`config.mk`:
```
export PLATFORM = sky130hd
export DESIGN_NAME = int_ack_sequencer
export DESIGN_NICKNAME = d
export VERILOG_FILES = /design/src/rtl/int_ack_sequencer.sv
export SDC_FILE = /design/constraint.sdc
export NUM_CORES = 1
export LEC_CHECK = 0
export BUFFER_PORTS_ARGS = -buffer_cell sky130_fd_sc_hd__buf_2
export CORE_MARGIN = 8
export CORE_UTILIZATION = 51
export DETAILED_ROUTE_END_ITERATION = 7
export PLACE_DENSITY = 0.8
export REMOVE_ABC_BUFFERS = 1
export SLEW_MARGIN = 20
export SYNTH_ARGS = -nofsm -noshare
export SYNTH_HDL_FRONTEND = slang
export SYNTH_SLANG_ARGS = --single-unit
export TNS_END_PERCENT = 5
```
`constraint.sdc`:
```
create_clock -name clk -period 2.1 [get_ports clk]
set_clock_uncertainty 0.15 [all_clocks]
set_input_delay 0.42 -clock clk [delete_from_list [all_inputs] [get_ports clk]]
set_output_delay 0.42 -clock clk [all_outputs]
set_load 0.005 [all_outputs]
```
`src/rtl/int_ack_sequencer.sv`:
```
// Fixed-priority interrupt acknowledge sequencer: nesting, two-pulse INTA vector cycle, EOI handling.
// Define AUTO_EOI_EN to clear the acknowledged isr bit automatically when INTA completes.
module int_ack_sequencer #(
  parameter logic [4:0] VECTOR_BASE = 5'b00100
) (
  input  logic       clk,
  input  logic       reset,
  input  logic [7:0] irr_in,
  input  logic [7:0] imr,
  input  logic       inta_n,
  input  logic       eoi,
  input  logic       vec_base_ld,
  input  logic [4:0] vec_base,
  output logic       int_out,
  output logic [7:0] clear_irr,
  output logic       freeze,
  output logic [7:0] isr,
  output logic [7:0] data_out,
  output logic       data_oe
);

  typedef enum logic [1:0] {IDLE, REQ, ACK1, ACK2} state_t;

  state_t     state_reg, state_next;
  logic       inta_prev_reg;
  logic [4:0] base_reg, base_pend_reg;
  logic       base_pend_valid_reg;
  logic [2:0] index_reg, index_next;
  logic       int_out_reg, int_out_next;
  logic       freeze_reg, freeze_next;
  logic       data_oe_reg, data_oe_next;
  logic [7:0] clear_irr_reg, clear_irr_next;
  logic [7:0] isr_reg, isr_next;
  logic [7:0] data_out_reg, data_out_next;

  logic [7:0] pending, allow, qual;
  logic       qual_any, win_valid, inta_fall, inta_rise;
  logic [2:0] win_idx;
  logic [7:0] set_mask, eoi_mask, auto_clr, isr_lowest;

  assign pending   = irr_in & ~imr;
  assign inta_fall = inta_prev_reg & ~inta_n;
  assign inta_rise = ~inta_prev_reg & inta_n;

  // A bit qualifies only when no isr bit of equal or higher priority is set.
  genvar gi;
  generate
    for (gi = 0; gi < 8; gi++) begin : gen_allow
      assign allow[gi] = ~|isr_reg[gi:0];
    end
  endgenerate

  assign qual       = pending & allow;
  assign qual_any   = |qual;
  assign isr_lowest = isr_reg & (~isr_reg + 8'd1);
  assign eoi_mask   = eoi ? isr_lowest : 8'h00;

  always_comb begin
    win_idx   = 3'd7;
    win_valid = 1'b0;
    for (int i = 7; i >= 0; i--) begin
      if (qual[i]) begin
        win_idx   = 3'(i);
        win_valid = 1'b1;
      end
    end
  end

`ifdef AUTO_EOI_EN
  logic [7:0] ack_mask_reg;
  always_ff @(posedge clk) begin
    if (reset)                    ack_mask_reg <= 8'h00;
    else if (state_next == ACK1 && state_reg == REQ) ack_mask_reg <= set_mask;
  end
`endif

  always_comb begin
    state_next     = state_reg;
    index_next     = index_reg;
    int_out_next   = int_out_reg;
    freeze_next    = freeze_reg;
    data_oe_next   = data_oe_reg;
    data_out_next  = data_out_reg;
    clear_irr_next = 8'h00;
    set_mask       = 8'h00;
    auto_clr       = 8'h00;
    case (state_reg)
      IDLE: begin
        if (qual_any) begin
          state_next   = REQ;
          int_out_next = 1'b1;
        end
      end
      REQ: begin
        if (inta_fall) begin
          // With no winner the cycle is spurious: index 7, nothing set or cleared.
          state_next     = ACK1;
          int_out_next   = 1'b0;
          freeze_next    = 1'b1;
          index_next     = win_idx;
          set_mask       = win_valid ? (8'd1 << win_idx) : 8'h00;
          clear_irr_next = set_mask;
        end else if (!qual_any) begin
          state_next   = IDLE;
          int_out_next = 1'b0;
        end
      end
      ACK1: begin
        if (inta_fall) begin
          state_next    = ACK2;
          data_out_next = {base_reg, index_reg};
          data_oe_next  = 1'b1;
        end
      end
      ACK2: begin
        if (inta_rise) begin
          state_next    = IDLE;
          freeze_next   = 1'b0;
          data_oe_next  = 1'b0;
          data_out_next = 8'h00;
`ifdef AUTO_EOI_EN
          auto_clr      = ack_mask_reg;
`else
          auto_clr      = 8'h00;
`endif
        end
      end
      default: state_next = IDLE;
    endcase
    isr_next = (isr_reg & ~eoi_mask & ~auto_clr) | set_mask;
  end

  always_ff @(posedge clk) begin
    if (reset) begin
      state_reg     <= IDLE;
      inta_prev_reg <= 1'b1;
      index_reg     <= 3'd0;
      int_out_reg   <= 1'b0;
      freeze_reg    <= 1'b0;
      data_oe_reg   <= 1'b0;
      clear_irr_reg <= 8'h00;
      isr_reg       <= 8'h00;
      data_out_reg  <= 8'h00;
    end else begin
      state_reg     <= state_next;
      inta_prev_reg <= inta_n;
      index_reg     <= index_next;
      int_out_reg   <= int_out_next;
      freeze_reg    <= freeze_next;
      data_oe_reg   <= data_oe_next;
      clear_irr_reg <= clear_irr_next;
      isr_reg       <= isr_next;
      data_out_reg  <= data_out_next;
    end
  end

  // A base load arriving while the vector is driven is parked until the cycle ends.
  always_ff @(posedge clk) begin
    if (reset) begin
      base_reg            <= VECTOR_BASE;
      base_pend_reg       <= VECTOR_BASE;
      base_pend_valid_reg <= 1'b0;
    end else if (vec_base_ld && state_reg == ACK2) begin
      base_pend_reg       <= vec_base;
      base_pend_valid_reg <= 1'b1;
    end else if (vec_base_ld) begin
      base_reg            <= vec_base;
      base_pend_valid_reg <= 1'b0;
    end else if (base_pend_valid_reg && state_reg != ACK2) begin
      base_reg            <= base_pend_reg;
      base_pend_valid_reg <= 1'b0;
    end
  end

  assign int_out   = int_out_reg;
  assign clear_irr = clear_irr_reg;
  assign freeze    = freeze_reg;
  assign isr       = isr_reg;
  assign data_out  = data_out_reg;
  assign data_oe   = data_oe_reg;

endmodule

```
-- After elaboration in Yosys (flattened, before gate mapping)
Index checks and enable logic that the tools add are counted.
Widths: inputs -> output; s select.
- shift-type cells: 1
- reductions and logical operators: 30
- equality and inequality tests: 9
- mux-type cells: 41
- $add $sub $neg: 1
- bitwise gates (word level): 13
- operators with widths (kind ; number):
    $mux 8 ; 6
    $and 8x8->8 ; 4
    $not 8->8 ; 3
    $mux 3 ; 6
    $mux 1 ; 17
    $pmux 8 s2 ; 1
    $reduce_or 8->1 ; 2
    $mux 2 ; 5
    $mux 5 ; 2
    $ne 2x2->1 const B ; 5
    $reduce_and 3->1 ; 3
    $add 8x1->8 const B ; 1
    $logic_not 1->1 ; 8
    $or 8x8->8 ; 1
    $pmux 2 s4 ; 1
    $reduce_bool 2->1 ; 4
    $shl 1x3->8 const A ; 1
    $reduce_or 7->1 ; 1
    $pmux 1 s2 ; 3
    $reduce_or 6->1 ; 1
    $reduce_or 5->1 ; 1
    $eq 2x2->1 const B ; 2
    $reduce_and 2->1 ; 2
    $reduce_and 4->1 ; 1
    10 further kinds ; 14
- bits in registers: 44
- logic and storage cells: 107
- bits of input ports: 26
- output and inout port bits: 27

-- Logic depth before layout (Yosys ltp)
- depth after elaboration: 15
- gate-level depth with buffers: 5
- mapped depth without buffers: 4

-- Worst setup path before layout
No wires, ideal clock.
- path kind: input -> register
- from: input imr[7]
- to: register int_out_reg (netlist: int_out)
- data required time: 1.866 ns
- slack: 0.304 ns
- arrival time: 1.562 ns
- buffers on the path: 0
- setup time: 0.084 ns
- cell stages on the path: 4
- path through: or4b_1 > and4_1 > o211a_1 > o31ai_2
- longest elaborated chain between the ends: 6
- elaborated cells between the ends (all ways): 7
- those cells by class: eq/ne: 2; bitwise: 3; reduce/logical: 2
- RTL lines (element ; RTL line ; text):
    from (decl) ; 9 ; input logic [7:0] imr,
    $not 8->8 (*) ; 41 ; assign pending = irr_in & ~imr;
    $and 8x8->8 (*) ; 41 ;
    $and 8x8->8 (*) ; 53 ; assign qual = pending & allow;
    $reduce_or 8->1 (*) ; 54 ; assign qual_any = |qual;
    $ne 3x3->1 (no line) / $ne 2x2->1 (equally long branches) ; n/a ;
    $reduce_and 3->1 (no line) (*) ; n/a ;
    to (signal assigned) ; 148 ; int_out_reg <= int_out_next;
    to (decl) ; 29 ; logic int_out_reg, int_out_next;
Every way passes the cells marked *; elsewhere a longest branch is shown, timed or not.
A chain may end at the register's enable or synchronous reset.

-- Worst setup path after layout
- from: register isr_reg[6] (netlist: isr[6])
- to: register isr_reg[2] (netlist: isr[2])
- longest elaborated chain between the ends: 15
- elaborated cells between the ends (all ways): 25
- those cells by class: shift: 1; mux: 18; bitwise: 2; reduce/logical: 4
- RTL lines (element ; RTL line ; text):
    from (decl) ; 33 ; logic [7:0] isr_reg, isr_next;
    from (signal assigned) ; 152 ; isr_reg <= isr_next;
    $reduce_or 8->1 / $reduce_or 7->1 (equally long branches) ; 49 ; assign allow[gi] = ~|isr_reg[gi:0];
    $logic_not 1->1 ; 49 ;
    $and 8x8->8 (*) ; 53 ;
    $mux 1 ; 62 ; if (qual[i]) begin
    $mux 1 / $mux 3 (equally long branches) (6 in a row) ; 62 ;
    $mux 1 / $shl 1x3->8 (equally long branches) ; 62, 101 ;
    $mux 8 (*) ; 101 ; set_mask = win_valid ? (8'd1 << win_idx) : 8'h00;
    $mux 8 (*) ; 95 ; if (inta_fall) begin
    $mux 8 (*) ; n/a ;
    $or 8x8->8 (*) ; 130 ; isr_next = (isr_reg & ~eoi_mask & ~auto_clr) | set_mask;
Marks and branches as above.

==> flow_metrics.env <==
export IMPL_crit_chain="or3b_1 -> o311ai_2 -> o211ai_1 -> o31ai_1"
export IMPL_crit_arrival_ps=1930
export IMPL_overflow=0
export IMPL_dieArea_um2=5870
export IMPL_insertion_delay_ps=290
export IMPL_fillCellCount=310
export IMPL_grt_max_degree=15
export IMPL_cts_setup_buffers=0
export IMPL_fin_util_pct=65.6
export IMPL_htreeDepth=2
export IMPL_gp_congestion=0.807
export IMPL_vdd_drop_max_v=0.000490
export IMPL_finalWirelength_um=4510
export IMPL_dp_slack_ps=63.9
export IMPL_drt_pass1_iter_count=4
export IMPL_place_hpwl_um=3410
export IMPL_holdWs_ps=222
export IMPL_drive_above_1_share_pct=30.8
export IMPL_p_per_area_nw_per_um2=786
export IMPL_route_vias_total=1734
export IMPL_relSlewSlack_pct=66.1
export IMPL_grt_pass1_vias=1695
export IMPL_rsz0062_at_grt="no"
export IMPL_max_cap_viol_count=0
export IMPL_worstPathMaxFanout=6
export IMPL_p_int_mw=1.39
export IMPL_finalCritPeriodShare_pct=89.1
export IMPL_route_detailed_drc=0
export IMPL_synth_warnings=0
export IMPL_syn_inst=203
export IMPL_finalHoldViolations=0
export IMPL_ys_types=42
export IMPL_power_frac_comb_pct=15.1
export IMPL_synthTopCellsByArea="dfxtp_1 47%, nor2_1 5.6%, mux2i_1 5.3%"
export IMPL_tightest_slew_ps=506
export IMPL_max_freq_ghz=0.534
export IMPL_synth_largest_area_cell="dfxtp_1"
export IMPL_hp_class="in2reg"
export IMPL_pwr_share_seq_pct=48.4
export IMPL_drt_iter0_drc=139
export IMPL_clk_path_buf_depth=2
export IMPL_cts_made_buffers=5
export IMPL_ys_async_sr_fraction_pct=0
export IMPL_grtUsageTotal_pct=15.8
export IMPL_slew_violations=0
export IMPL_cts_tree="done"
export IMPL_ant_nets=0
export IMPL_synth_ff_type="dfxtp_1"
export IMPL_synth_edf_count=0
export IMPL_nets=291
export IMPL_worst_slack_ps=229
export IMPL_start_util_pct=52.0
export IMPL_min_period_ps=1870
export IMPL_cp_slowest_cell="or3b_1"
export IMPL_hold_buffers=0
export IMPL_critPathLaunchType="flip-flop"
export IMPL_portBuffers=52
export IMPL_io_pins=53
export IMPL_p_switching_uw=469
export IMPL_power_frac_clock_pct=36.4
export IMPL_root_buffer="clkbuf_8"
export IMPL_seq_area_frac_synth_pct=47.0
export IMPL_grt_pass1_wl_um=7780
export IMPL_synthToLayoutAreaGrowth_pct=26.1
export IMPL_clk_pin_slew_ps=80
export IMPL_clock_sinks=44
export IMPL_swShare_pct=25.2
export IMPL_coreArea_um2=3610
export IMPL_synth_top_area_share_pct=47.0
export IMPL_dieWidth_um=76.6
export IMPL_synth_seq_cells=44
export IMPL_antenna_found_initial=0
export IMPL_viasPerCell=5.52
export IMPL_setup_viol=0
export IMPL_finalSetupTns_ps=0
export IMPL_postSynthAreaPerCell_um2=9.24
export IMPL_floorplan_rows=22
export IMPL_n_antenna_cell=0
export IMPL_routedWlPerCell_um=14.4
export IMPL_cp_end_kind="flip-flop"
export IMPL_crit_type="reg2reg"
export IMPL_cp_data_required_time_ps=2160
export IMPL_cts_resized=0
export IMPL_max_stage_delay_ps=420
export IMPL_synth_area_um2=1880
export IMPL_reg2reg_setup_slack_ps=230
export IMPL_p_leak_nw=1.10
export IMPL_status="complete, no violations"
export IMPL_die_h_um=76.6
-- critical path, delay by kind of cell, from the launching register on --
family	cells	cell delay [ps]
flops	1	350
compound gates	3	870
simple gates	1	420
-- layout by cell type (no fill, tap or decap), drive strengths merged --
cell     synthesis  layout
a211oi           4       4
a21o             3       3
a21oi            9       9
a22oi            8       8
a2bb2oi          2       2
a31o             1       1
a32o             2       2
and3b            1       1
and4             2       2
buf              2      62
bufinv           0       1
clkbuf           5       6
clkinv           0       1
dfxtp           44      44
inv              2       2
mux2             1       1
mux2i           10      10
nand2           12      12
nand2b           6       6
nand3            7       7
nand4            2       2
nor2            28      28
nor2b            7       7
nor3             8       8
nor3b            6       6
o2111ai          1       1
o211a            2       2
o211ai           3       3
o21ai            9       9
o2bb2ai          1       1
o311ai           2       2
o31ai            5       5
or2              3       3
or3b             3       3
or4              1       1
or4b             1       1
-- final cells by class --
class	instances	area, µm²	share of cell area (%)
clock inverter	2	38.8	1.64
clock buffer	6	82.6	3.49
multi-input combinational	150	960	40.6
sequential	44	881	37.2
timing repair buffer	62	335	14.2
inverter	2	7.51	0.317
tap	48	60.1	2.54
-- final timing paths --
check          startpoint          endpoint  depth (start not counted)
max                isr[6]            isr[2]                          4
max reg2reg        isr[6]            isr[2]                          4
min reg2reg  index_reg[0]      index_reg[0]                          1
min           vec_base[2]  base_pend_reg[2]                          3
-- layer usage --
layer | track usage (%) | share of wire [%] | vias to the layer above | routed length, µm
li1 | - | - | 869 | -
met1 | 19.0 | 45 | 812 | 2040
met2 | 25.2 | 47 | 45 | 2140
met3 | 5.54 | 5.5 | 8 | 247
met4 | 6.15 | 1.8 | 0 | 79
met5 | 0 | 0 | - | 0
-- stage by stage --
stage,power [mW],area [µm²],std cells
global route,1.97,2360,314
global placement,1.19,2240,306
CTS,1.87,2360,314
floorplan,1.08,1850,196
detailed placement,1.20,2240,306
finish,1.86,2360,314
-- logic make-up (layout without fill, tap and decap cells) --
family | Yosys count | count (layout) | synth area share, %
multiplexers | 11 | 11 | 5.94
buffers and inverters | 9 | 72 | 1.87
AO/OA/AOI/OAI | 52 | 52 | 20.1
flip-flops | 44 | 44 | 47.0
AND/OR/NAND/NOR | 87 | 87 | 25.2
-- power by group through the flow --
| stage | registers, mW | logic (mW) | clock network [mW] |
|---|---|---|---|
| CTS | 0.900 | 0.282 | 0.689 |
| floorplan | 0.927 | 0.155 | 0 |
| detailed placement | 0.919 | 0.280 | 0 |
| finish | 0.900 | 0.281 | 0.677 |
| global placement | 0.918 | 0.274 | 0 |
| global route | 0.907 | 0.317 | 0.745 |
-- synthesized netlist by cell type (2+ instances only) --
master / number
dfxtp_1: 44
nor2_1: 28
nand2_1: 12
mux2i_1: 10
a21oi_1: 9
a22oi_1: 8
nand3_1: 7
nor2b_1: 7
o21ai_0: 7
nand2b_1: 6
nor3_1: 6
clkbuf_1: 5
nor3b_1: 5
a211oi_1: 4
o31ai_1: 4
a21o_1: 3
o211ai_1: 3
a2bb2oi_1: 2
a32o_1: 2
and4_1: 2
inv_1: 2
nand4_1: 2
nor3_2: 2
o211a_1: 2
o21ai_1: 2
or2_2: 2
or3b_2: 2
(Power assumes the default switching activity.)
